<file path="src/rtl/conv_alu_pkg.sv">
// Shared definitions for the conv_alu convolution stage: mode encodings, kernel tables,
// widths and latency. Latency depends on CONV_ALU_GRAY_OUT_EN.
package conv_alu_pkg;

  localparam int unsigned AWIDTH_DEF = 19;
  localparam int unsigned DWIDTH_DEF = 12;
  localparam int unsigned KSIZE_DEF  = 5;
  localparam int unsigned NTAPS      = KSIZE_DEF * KSIZE_DEF;
  localparam int unsigned CENTRE     = (KSIZE_DEF / 2) * KSIZE_DEF + (KSIZE_DEF / 2);

  localparam int unsigned CH_W  = 4;
  localparam int unsigned R_LSB = 8;
  localparam int unsigned G_LSB = 4;
  localparam int unsigned B_LSB = 0;

  localparam int unsigned ACC_W = 13;

`ifdef CONV_ALU_GRAY_OUT_EN
  localparam int unsigned LATENCY = 5;
`else
  localparam int unsigned LATENCY = 4;
`endif

  typedef enum logic [1:0] {
    MODE_IDENT = 2'd0,
    MODE_GAUSS = 2'd1,
    MODE_LAP   = 2'd2,
    MODE_INV   = 2'd3
  } mode_e;

  localparam int GAUSS_COEF [NTAPS] = '{
    1,  4,  6,  4, 1,
    4, 16, 24, 16, 4,
    6, 24, 36, 24, 6,
    4, 16, 24, 16, 4,
    1,  4,  6,  4, 1
  };

  localparam int LAP_COEF [NTAPS] = '{
    -1, -1, -1, -1, -1,
    -1, -1, -1, -1, -1,
    -1, -1, 24, -1, -1,
    -1, -1, -1, -1, -1,
    -1, -1, -1, -1, -1
  };

  // Constant-coefficient product built from shifted copies of the sample; |c| < 64.
  function automatic logic signed [ACC_W-1:0] mul_coef(input logic [CH_W-1:0] x, input int c);
    logic signed [ACC_W-1:0] acc;
    int mag;
    acc = '0;
    mag = (c < 0) ? -c : c;
    for (int b = 0; b < 6; b++) begin
      if (mag[b]) acc = acc + ($signed({{(ACC_W - CH_W){1'b0}}, x}) <<< b);
    end
    return (c < 0) ? -acc : acc;
  endfunction

endpackage

</file>
<file path="src/rtl/conv_alu_if.sv">
// ALU read/write port bundle between the frame-buffer controller (master) and conv_alu (slave).
interface conv_alu_if import conv_alu_pkg::*; #(
  parameter int unsigned AWIDTH = AWIDTH_DEF,
  parameter int unsigned DWIDTH = DWIDTH_DEF,
  parameter int unsigned KSIZE  = KSIZE_DEF
) ();

  logic                            ren_alu;
  logic [AWIDTH-1:0]               raddr_alu;
  logic [KSIZE*KSIZE*DWIDTH-1:0]   rdata_alu;
  logic [AWIDTH-1:0]               waddr_alu;
  logic [DWIDTH-1:0]               wdata_alu;
  logic                            wen_alu;

  modport master (
    output ren_alu, raddr_alu, rdata_alu,
    input  waddr_alu, wdata_alu, wen_alu
  );

  modport slave (
    input  ren_alu, raddr_alu, rdata_alu,
    output waddr_alu, wdata_alu, wen_alu
  );

endinterface

</file>
<file path="src/rtl/conv_tap_sum.sv">
// One 4-bit colour channel of the 5x5 kernel: products (S1), row sums (S2), total (S3),
// then combinational normalise/saturate for the S4 register in the parent.
module conv_tap_sum import conv_alu_pkg::*; (
  input  logic                    sys_clk,
  input  mode_e                   mode,
  input  logic [NTAPS*CH_W-1:0]   taps,
  output logic [CH_W-1:0]         result
);

  logic signed [ACC_W-1:0] prod_d [NTAPS];
  logic signed [ACC_W-1:0] prod_q [NTAPS];
  logic signed [ACC_W-1:0] row_d  [KSIZE_DEF];
  logic signed [ACC_W-1:0] row_q  [KSIZE_DEF];
  logic signed [ACC_W-1:0] sum_d, sum_q;
  logic signed [ACC_W-1:0] mag;
  mode_e                   mode_s1_q, mode_s2_q, mode_s3_q;
  logic [CH_W-1:0]         centre_s1_q, centre_s2_q, centre_s3_q;

  always_comb begin
    for (int t = 0; t < NTAPS; t++) begin
      prod_d[t] = (mode == MODE_LAP) ? mul_coef(taps[t*CH_W +: CH_W], LAP_COEF[t])
                                     : mul_coef(taps[t*CH_W +: CH_W], GAUSS_COEF[t]);
    end
  end

  always_comb begin
    for (int r = 0; r < KSIZE_DEF; r++) begin
      row_d[r] = '0;
      for (int c = 0; c < KSIZE_DEF; c++) row_d[r] = row_d[r] + prod_q[r*KSIZE_DEF + c];
    end
    sum_d = '0;
    for (int r = 0; r < KSIZE_DEF; r++) sum_d = sum_d + row_q[r];
  end

  // Datapath only; validity is tracked by the parent, so no reset is needed here.
  always_ff @(posedge sys_clk) begin
    prod_q      <= prod_d;
    mode_s1_q   <= mode;
    centre_s1_q <= taps[CENTRE*CH_W +: CH_W];
    row_q       <= row_d;
    mode_s2_q   <= mode_s1_q;
    centre_s2_q <= centre_s1_q;
    sum_q       <= sum_d;
    mode_s3_q   <= mode_s2_q;
    centre_s3_q <= centre_s2_q;
  end

  always_comb begin
    result = '0;
    mag    = sum_q[ACC_W-1] ? -sum_q : sum_q;
    unique case (mode_s3_q)
      MODE_IDENT: result = centre_s3_q;
      MODE_GAUSS: result = CH_W'(sum_q >>> 8);
      MODE_LAP:   result = (mag > 15) ? 4'hF : mag[CH_W-1:0];
      MODE_INV:   result = 4'hF - centre_s3_q;
    endcase
  end

endmodule

</file>
<file path="src/rtl/conv_alu.sv">
// 5x5 RGB444 convolution stage: window capture with address dedup, valid/address pipeline
// and write-port registers. Define CONV_ALU_GRAY_OUT_EN for grayscale output (+1 cycle).
module conv_alu import conv_alu_pkg::*; #(
  parameter int unsigned AWIDTH = AWIDTH_DEF,
  parameter int unsigned DWIDTH = DWIDTH_DEF,
  parameter int unsigned KSIZE  = KSIZE_DEF
) (
  input  logic             sys_clk,
  input  logic             rst,
  input  logic             en,
  input  logic [1:0]       mode,
  conv_alu_if.slave        bus,
  output logic             busy
);

  localparam int unsigned ST_S3 = 3;
  localparam int unsigned ST_S4 = 4;

  logic                            cap;
  logic                            last_vld_q;
  logic [AWIDTH-1:0]               last_addr_q;
  logic [LATENCY:0]                vld_q;
  logic [AWIDTH-1:0]               addr_q [LATENCY+1];
  logic [KSIZE*KSIZE*DWIDTH-1:0]   win_q;
  mode_e                           mode_q;
  logic [NTAPS*CH_W-1:0]           taps_r, taps_g, taps_b;
  logic [CH_W-1:0]                 res_r, res_g, res_b;
  logic [DWIDTH-1:0]               pix_s4_q;

  // A held read of the same address yields one window; dropping ren re-arms it.
  assign cap = en && bus.ren_alu && (!last_vld_q || (bus.raddr_alu != last_addr_q));

  always_ff @(posedge sys_clk) begin
    if (rst) begin
      last_vld_q  <= 1'b0;
      last_addr_q <= '0;
      vld_q       <= '0;
      mode_q      <= MODE_IDENT;
      pix_s4_q    <= '0;
      for (int i = 0; i <= int'(LATENCY); i++) addr_q[i] <= '0;
    end else begin
      last_vld_q <= bus.ren_alu && (last_vld_q || cap);
      vld_q      <= {vld_q[LATENCY-1:0], cap};
      if (cap) begin
        last_addr_q <= bus.raddr_alu;
        addr_q[0]   <= bus.raddr_alu;
        mode_q      <= mode_e'(mode);
      end
      for (int i = 1; i <= int'(LATENCY); i++) begin
        if (vld_q[i-1]) addr_q[i] <= addr_q[i-1];
      end
      if (vld_q[ST_S3]) pix_s4_q <= {res_r, res_g, res_b};
    end
  end

  always_ff @(posedge sys_clk) begin
    if (cap) win_q <= bus.rdata_alu;
  end

  always_comb begin
    taps_r = '0;
    taps_g = '0;
    taps_b = '0;
    for (int t = 0; t < NTAPS; t++) begin
      taps_r[t*CH_W +: CH_W] = win_q[t*DWIDTH + R_LSB +: CH_W];
      taps_g[t*CH_W +: CH_W] = win_q[t*DWIDTH + G_LSB +: CH_W];
      taps_b[t*CH_W +: CH_W] = win_q[t*DWIDTH + B_LSB +: CH_W];
    end
  end

  conv_tap_sum u_sum_r (.sys_clk(sys_clk), .mode(mode_q), .taps(taps_r), .result(res_r));
  conv_tap_sum u_sum_g (.sys_clk(sys_clk), .mode(mode_q), .taps(taps_g), .result(res_g));
  conv_tap_sum u_sum_b (.sys_clk(sys_clk), .mode(mode_q), .taps(taps_b), .result(res_b));

`ifdef CONV_ALU_GRAY_OUT_EN
  logic [5:0]        y_sum;
  logic [CH_W-1:0]   y;
  logic [DWIDTH-1:0] pix_gray_q;

  always_comb begin
    y_sum = {2'b00, pix_s4_q[R_LSB +: CH_W]} + {1'b0, pix_s4_q[G_LSB +: CH_W], 1'b0}
          + {2'b00, pix_s4_q[B_LSB +: CH_W]};
    y     = CH_W'(y_sum >> 2);
  end

  always_ff @(posedge sys_clk) begin
    if (rst) begin
      pix_gray_q <= '0;
    end else if (vld_q[ST_S4]) begin
      pix_gray_q <= {y, y, y};
    end
  end

  assign bus.wdata_alu = pix_gray_q;
`else
  assign bus.wdata_alu = pix_s4_q;
`endif

  assign bus.waddr_alu = addr_q[LATENCY];
  assign bus.wen_alu   = vld_q[LATENCY];
  assign busy          = |vld_q;

endmodule

</file>
<file path="src/flat_wrapper.sv">
// flat-port wrapper written by rule: the top's interface ports become plain ports
module conv_alu_flat import conv_alu_pkg::*;
#(
  parameter int unsigned AWIDTH = AWIDTH_DEF,
  parameter int unsigned DWIDTH = DWIDTH_DEF,
  parameter int unsigned KSIZE  = KSIZE_DEF
)
  (sys_clk, rst, en, mode, busy, bus_ren_alu, bus_raddr_alu, bus_rdata_alu, bus_waddr_alu, bus_wdata_alu, bus_wen_alu);
  conv_alu_if #(.AWIDTH(AWIDTH), .DWIDTH(DWIDTH), .KSIZE(KSIZE)) bus_i ();
  input  logic sys_clk;
  input  logic rst;
  input  logic en;
  input  logic [1:0] mode;
  output logic busy;
  input wire logic [$bits(bus_i.ren_alu)-1:0] bus_ren_alu;
  input wire logic [$bits(bus_i.raddr_alu)-1:0] bus_raddr_alu;
  input wire logic [$bits(bus_i.rdata_alu)-1:0] bus_rdata_alu;
  output wire logic [$bits(bus_i.waddr_alu)-1:0] bus_waddr_alu;
  output wire logic [$bits(bus_i.wdata_alu)-1:0] bus_wdata_alu;
  output wire logic [$bits(bus_i.wen_alu)-1:0] bus_wen_alu;
  assign bus_i.ren_alu = bus_ren_alu;
  assign bus_i.raddr_alu = bus_raddr_alu;
  assign bus_i.rdata_alu = bus_rdata_alu;
  assign bus_waddr_alu = bus_i.waddr_alu;
  assign bus_wdata_alu = bus_i.wdata_alu;
  assign bus_wen_alu = bus_i.wen_alu;
  conv_alu #(.AWIDTH(AWIDTH), .DWIDTH(DWIDTH), .KSIZE(KSIZE)) u_core (.sys_clk(sys_clk), .rst(rst), .en(en), .mode(mode), .bus(bus_i), .busy(busy));
endmodule
</file>
<file path="config.mk">
export PLATFORM = sky130hd
export DESIGN_NAME = conv_alu_flat
export DESIGN_NICKNAME = d
export VERILOG_FILES = /design/src/rtl/conv_alu_pkg.sv /design/src/rtl/conv_alu_if.sv /design/src/rtl/conv_tap_sum.sv /design/src/rtl/conv_alu.sv /design/src/flat_wrapper.sv
export SDC_FILE = /design/constraint.sdc
export NUM_CORES = 2
export LEC_CHECK = 0
export ABC_AREA = 1
export BUFFER_PORTS_ARGS = -buffer_cell sky130_fd_sc_hd__buf_4
export CAP_MARGIN = 20
export CORE_MARGIN = 2
export CORE_UTILIZATION = 36
export CTS_CLUSTER_DIAMETER = 60
export DETAILED_ROUTE_END_ITERATION = 7
export SKIP_CTS_REPAIR_TIMING = 1
export SLEW_MARGIN = 20
export SYNTH_ARGS = -nofsm -noshare
export SYNTH_HDL_FRONTEND = slang
export SYNTH_SLANG_ARGS = --single-unit
</file>
<file path="constraint.sdc">
create_clock -name sys_clk -period 11.45 [get_ports sys_clk]
set_input_delay 0.5725 -clock sys_clk [delete_from_list [all_inputs] [get_ports sys_clk]]
set_output_delay 0.5725 -clock sys_clk [all_outputs]
set_load 0.01 [all_outputs]
</file>
# Yosys cells after proc, flatten, opt, wreduce, memory -nomap -nowiden
# Memories as Yosys holds them, arrays and structs flattened.
# Cells that the tools add are included.
dict set report word_totals {
  ff_bits 1581
  latchBits 0
  ramBits 95
  rom_bits 0
  output_inout_bits 33
  n_memories 1
}
# name depth word_bits read_ports rd_ports_with_merged_regs wr line_no
set mem_list {}
lappend mem_list {u_core.addr_q 5 19 5 0 5 conv_alu.sv:23} ;# logic [AWIDTH-1:0] addr_q [LATENCY+1];
dict set report classes {
  addsub 180
  n_mul 0
  div_mod_pow 0
  order_cmp 3
  n_eq_ne 5
  n_shift 0
  muxes 106
  n_bitwise 5
  n_reduce_logical 8
}
# cell count
set ops {}
lappend ops {{negator 4 -> 13 bit} 72}
lappend ops {{adder 13 bit} 69}
lappend ops {{2-to-1 mux 13 bit} 27}
lappend ops {{2-to-1 mux 6 bit} 24}
lappend ops {{adder 7 x 8 -> 9 bit} 15}
lappend ops {{2-to-1 mux 8 bit} 12}
lappend ops {{2-to-1 mux 19 bit} 5}
lappend ops {{adder 5 x 6 -> 7 bit} 12}
lappend ops {{2-to-1 mux 4 bit} 15}
lappend ops {{one-hot mux 4 bit (4 select lines)} 3}
lappend ops {{adder 13 x 11 -> 13 bit} 3}
lappend ops {{greater-than comparator 13 x 5 -> 1 bit (second input constant)} 3}
lappend ops {{negator 13 bit} 3}
lappend ops {{adder 6 x 9 -> 10 bit} 3}
lappend ops {{2-to-1 mux 10 bit} 3}
lappend ops {{!= test 19 bit} 1}
lappend ops {{2-to-1 mux 1 bit} 17}
lappend ops {{subtractor 4 bit (first input constant)} 3}
lappend ops {{equality test 2 bit (second input constant)} 3}
lappend ops {{bitwise OR 1 bit} 5}
lappend ops {{OR reduction 5 bit} 1}
lappend ops {{logical AND 1 bit} 3}
lappend ops {{equality test 2 x 1 -> 1 bit (second input constant)} 1}
lappend ops {{logical NOT 2 bit} 1}
lappend ops {{2 further kinds} 3}

# Longest topological paths before layout
dict set report logic_depth {
  word_depth 7
  ltp_mapped 18
  mapped_depth_nobuf 18
}

# Cells and area by module
# A second synthesis with hierarchy kept.
dict set report unflattened {
  hier_cells 7959
  area_unflattened_um2 76748.6
}
# module n_inst cells_per_inst area_each_um2 seq_area_each_um2
set modules_own_cells {}
lappend modules_own_cells {{conv_tap_sum (u_core.u_sum_r)} 1 2364 20696.1 6726.5}
lappend modules_own_cells {{conv_tap_sum (u_core.u_sum_g)} 1 2343 20643.5 6726.5}
lappend modules_own_cells {{conv_tap_sum (u_core.u_sum_b)} 1 2359 20639.8 6726.5}
lappend modules_own_cells {conv_alu 1 893 14769.2 12642.1}

# Worst setup path before layout
# OpenSTA, ideal clock, no wires.
dict set report synth_path {
  path_type {input port to flip-flop}
  start {input port bus_raddr_alu[14]}
  end {register u_core.win_q[0] (enable)}
  setup_time_ns 0.651
  arrival_time_ns 7.146
  required_ns 10.799
  path_slack_ns 3.653
  stages 8
  n_path_buf 1
  cell_sequence {inv_1 or2_1 o2111ai_1 nor3_1 nand4_1 nand2_1 buf_4 inv_1}
}
dict set report synth_between {
  elab_chain_len 3
}
# element line_no
set synth_lines {}
lappend synth_lines {{from (decl)} flat_wrapper.sv:16} ;# input wire logic [$bits(bus_i.raddr_alu)-1:0] bus_raddr_alu;
lappend synth_lines {{!= test 19 bit} conv_alu.sv:31} ;# assign cap = en && bus.ren_alu && (!last_vld_q || (bus.raddr_alu != last_addr_q));
lappend synth_lines {{logical OR 1 bit} conv_alu.sv:31}
lappend synth_lines {{logical AND 1 bit} conv_alu.sv:31}
lappend synth_lines {{named net u_core.cap} conv_alu.sv:19} ;# logic cap;
lappend synth_lines {{to (signal assigned)} conv_alu.sv:57} ;# if (cap) win_q <= bus.rdata_alu;
lappend synth_lines {{to (decl)} conv_alu.sv:24} ;# logic [KSIZE*KSIZE*DWIDTH-1:0] win_q;
# The timed path passes the listed nets, and every way through them passes these cells.
# A chain may end at the register's enable or synchronous reset.

==> qor.yml <==
detailed_place.area_um2: 80300
pin_count: 358
wl_per_cell_um: 15.4
cp-end-kind: "flip-flop"
path_clk_slew_ps: 60
yosys-top-cells-count: "inv_1, dfxtp_1, nand2_1, fa_1, ha_1"
die-area_um2: 211000
power_leakage_nw: 43.5
start_kind: "flip-flop"
rsz0062_at_grt: "no"
die-height_um: 460
globalRouteMet3Util: 0.0273
ys_ff_latch: 1430
yosysWarnings: 0
ys_seq_area_frac: 0.435
power_density_nw_per_um2: 269
syn_avg_cell_area_um2: 9.96
synthMuxAreaShare: 0
slew_violations: 0
grt_usage: 0.160
dieWidth_um: 460
synthCells: 7513
finalCritPeriodShare: 0.329
drive_gt1_frac: 0.0818
num_rows: 167
grt_pass1_wl_um: 266000
clk_latency_ps: 820
grt_util_met1: 0.221
min_path_type: "input port to flip-flop"
synth_top_family_by_area: "adder cells"
slew_headroom: 0.351
vias_per_cell: 4.36
nFillCells: 19500
drt_wl_total_um: 170000
synth_compound_area_frac: 0.0699
cpPeakStageDelay_ps: 560
grt_pass1_vias: 49200
busiest_layer: "met2"
grt_antenna_before_repair: 28
final_nets: 9754
pre_cts_slack_ps: 7700
io_buffer_count: 357
area_growth_pct: 19.5
htree_levels: 4
synth_cell_types: 47
cp_common_cell: "fa_1"
critical_path_buf_inv_count: 3
grt_max_degree: 174
timing.setup.tns_ps: 0
dr.pass1.iters: 6
drcViolationCount: 0
period_minus_slack_ps: 3770
root_buffer: "clkbuf_16"
stdcell_area_um2: 89400
async_flop_share: 0
synth_area_leaders: "dfxtp_1, fa_1, edfxtp_1, inv_1, ha_1"
start_util: 0.362
max_cap_violations: 0
dr_total_vias: 48300
fmax_ghz: 0.265
synthesis.area_um2: 74800
core_area_um2: 207000
yosysMostFrequentCell: "inv_1"
fin_ws_ps: 7680
synthAdderAreaFrac: 0.265
critPathSlowestCell: "fa_1"
skew_ps: 58.3
antenna_left: 0
cts_tree: "done"
cts.path.max_buffers: 3
status: "finished, final reports clean"
drt_iter0_drc: 2742
overflow: 0
crit_chain: "inv_1, fa_1, fa_1, fa_1, inv_1, ha_1, fa_1, nand3_1, nand2_1, nand2_1, nand2_1, a21oi_1, inv_1, a21oi_1, o21ai_0, xor2_1"
gp_congestion: 0.859
setup_viol: 0
yosys.area.top_type_share: 0.277
hold_viol: 0
ir_worst_vdd_mv: 0.345
worstSetupPathType: "flip-flop to flip-flop"
synth_edf_count: 395
met2_usage: 0.261
hpwl_um: 133000
synth-simple-area-share: 0.0708
syn_nets: 9044
tightest_slew_ps: 973
clock_sinks: 1430
worstPathRequired_ps: 12140
cp_data_arrival_time_ps: 4460
cts_buffers: 170
crit_fanout: 4
crit_family: "adder cells"
ys.flop_type: "dfxtp_1"
synth.largest_area_cell: "dfxtp_1"
synth_xor_area_frac: 0.0437
==> flip-flops by register name, summed over array words and instances, names as in the netlist, 5 cells and up <==
register and flops:
u_core.win_q 300, u_core.u_sum_b.prod_q 240, u_core.u_sum_g.prod_q 240, u_core.u_sum_r.prod_q 240
u_core.addr_q 95, u_core.u_sum_b.row_q 65, u_core.u_sum_g.row_q 65, u_core.u_sum_r.row_q 65
u_core.last_addr_q 19, u_core.u_sum_b.sum_q 13, u_core.u_sum_g.sum_q 13, u_core.u_sum_r.sum_q 13
u_core.bus.wdata_alu 12, u_core.vld_q 5
==> path summary, 6_finish.rpt <==
check | start | to | slack (ps) | cells past startpoint
setup / recovery | u_core.u_sum_b.prod_q[196]$_SDFF_PN0_ | u_core.u_sum_b.row_q[48]$_DFF_P_ | 7680 | 16
hold / removal | bus_raddr_alu[0] | u_core.last_addr_q[0]$_SDFFE_PP0P_ | 40 | 3
setup reg to reg | u_core.u_sum_b.prod_q[196]$_SDFF_PN0_ | u_core.u_sum_b.row_q[48]$_DFF_P_ | 7680 | 16
hold reg to reg | u_core.u_sum_r.mode_s1_q[1]$_DFF_P_ | u_core.u_sum_g.mode_s2_q[1]$_DFF_P_ | 280 | 0
==> cell type report <==
| type | instances | area, um2 | area share |
|---|---|---|---|
| clock buffers | 209 | 4650 | 0.0520 |
| repair buffers | 682 | 5920 | 0.0662 |
| clock inverters | 112 | 1360 | 0.0152 |
| multi-input cells | 3846 | 33700 | 0.376 |
| inverters | 2093 | 7870 | 0.0880 |
| flip-flops and latches | 1430 | 32600 | 0.364 |
| diodes | 4 | 10.0 | 0.000112 |
| well taps | 2704 | 3380 | 0.0378 |
==> cell families (layout without fill, tap and decap cells) <==
| logic type | after synthesis | count (layout) |
|---|---|---|
| compound gates | 945 | 945 |
| xor+xnor | 373 | 373 |
| fa+ha+maj | 1206 | 1206 |
| buf+inv | 2237 | 3096 |
| flops | 1430 | 1430 |
| other cells | 0 | 4 |
| simple gates | 1322 | 1322 |
==> layout by cell type (no fill, tap or decap), types with 20 or more instances in the layout <==
cell,count
a21boi_0,64
a21oi_1,356
buf_4,374
clkbuf_1,20
clkbuf_16,175
clkinv_2,20
dfxtp_1,1035
dlygate4sd3_1,306
edfxtp_1,395
fa_1,636
ha_1,570
inv_1,2089
nand2_1,672
nand3_1,108
nor2_1,432
nor3_1,76
o21ai_0,374
o21ai_1,21
o21bai_1,41
xnor2_1,112
xor2_1,261
==> power by group <==
group	internal (mW)	switching [mW]	leakage, nW
Sequential	6.18	0.480	12.4
Combinational	4.78	6.92	28.2
Clock	3.33	2.32	2.88
==> per-layer routing <==
layer  vias up  part of all wire
li1      24100                 -
met1     23100              0.47
met2       857              0.46
met3       236             0.042
met4         8             0.021
met5         -           0.00032
==> per-stage QoR <==
stage	power (mW)	hold slack, ps	cells	util
after floorplan	15.6	310	7513	-
after global placement	18.2	314	10400	0.388
final	24.0	40.8	11100	0.432
after CTS	24.2	-167	10800	0.417
after global routing	26.4	1.57	11100	0.432
after detailed placement	18.4	315	10400	0.388
==> worst reg2reg max path: cells and delay by family, from the launching register on <==
family | cells | cell delay [ps]
and+or+nand+nor | 4 | 310
AOI/OAI and AO/OA | 3 | 440
adders and majority gates | 5 | 2290
buffers and inverters | 3 | 150
xor gates and xnor gates | 1 | 150
DFF | 1 | 310
Power figures use the tool's default switching activity.
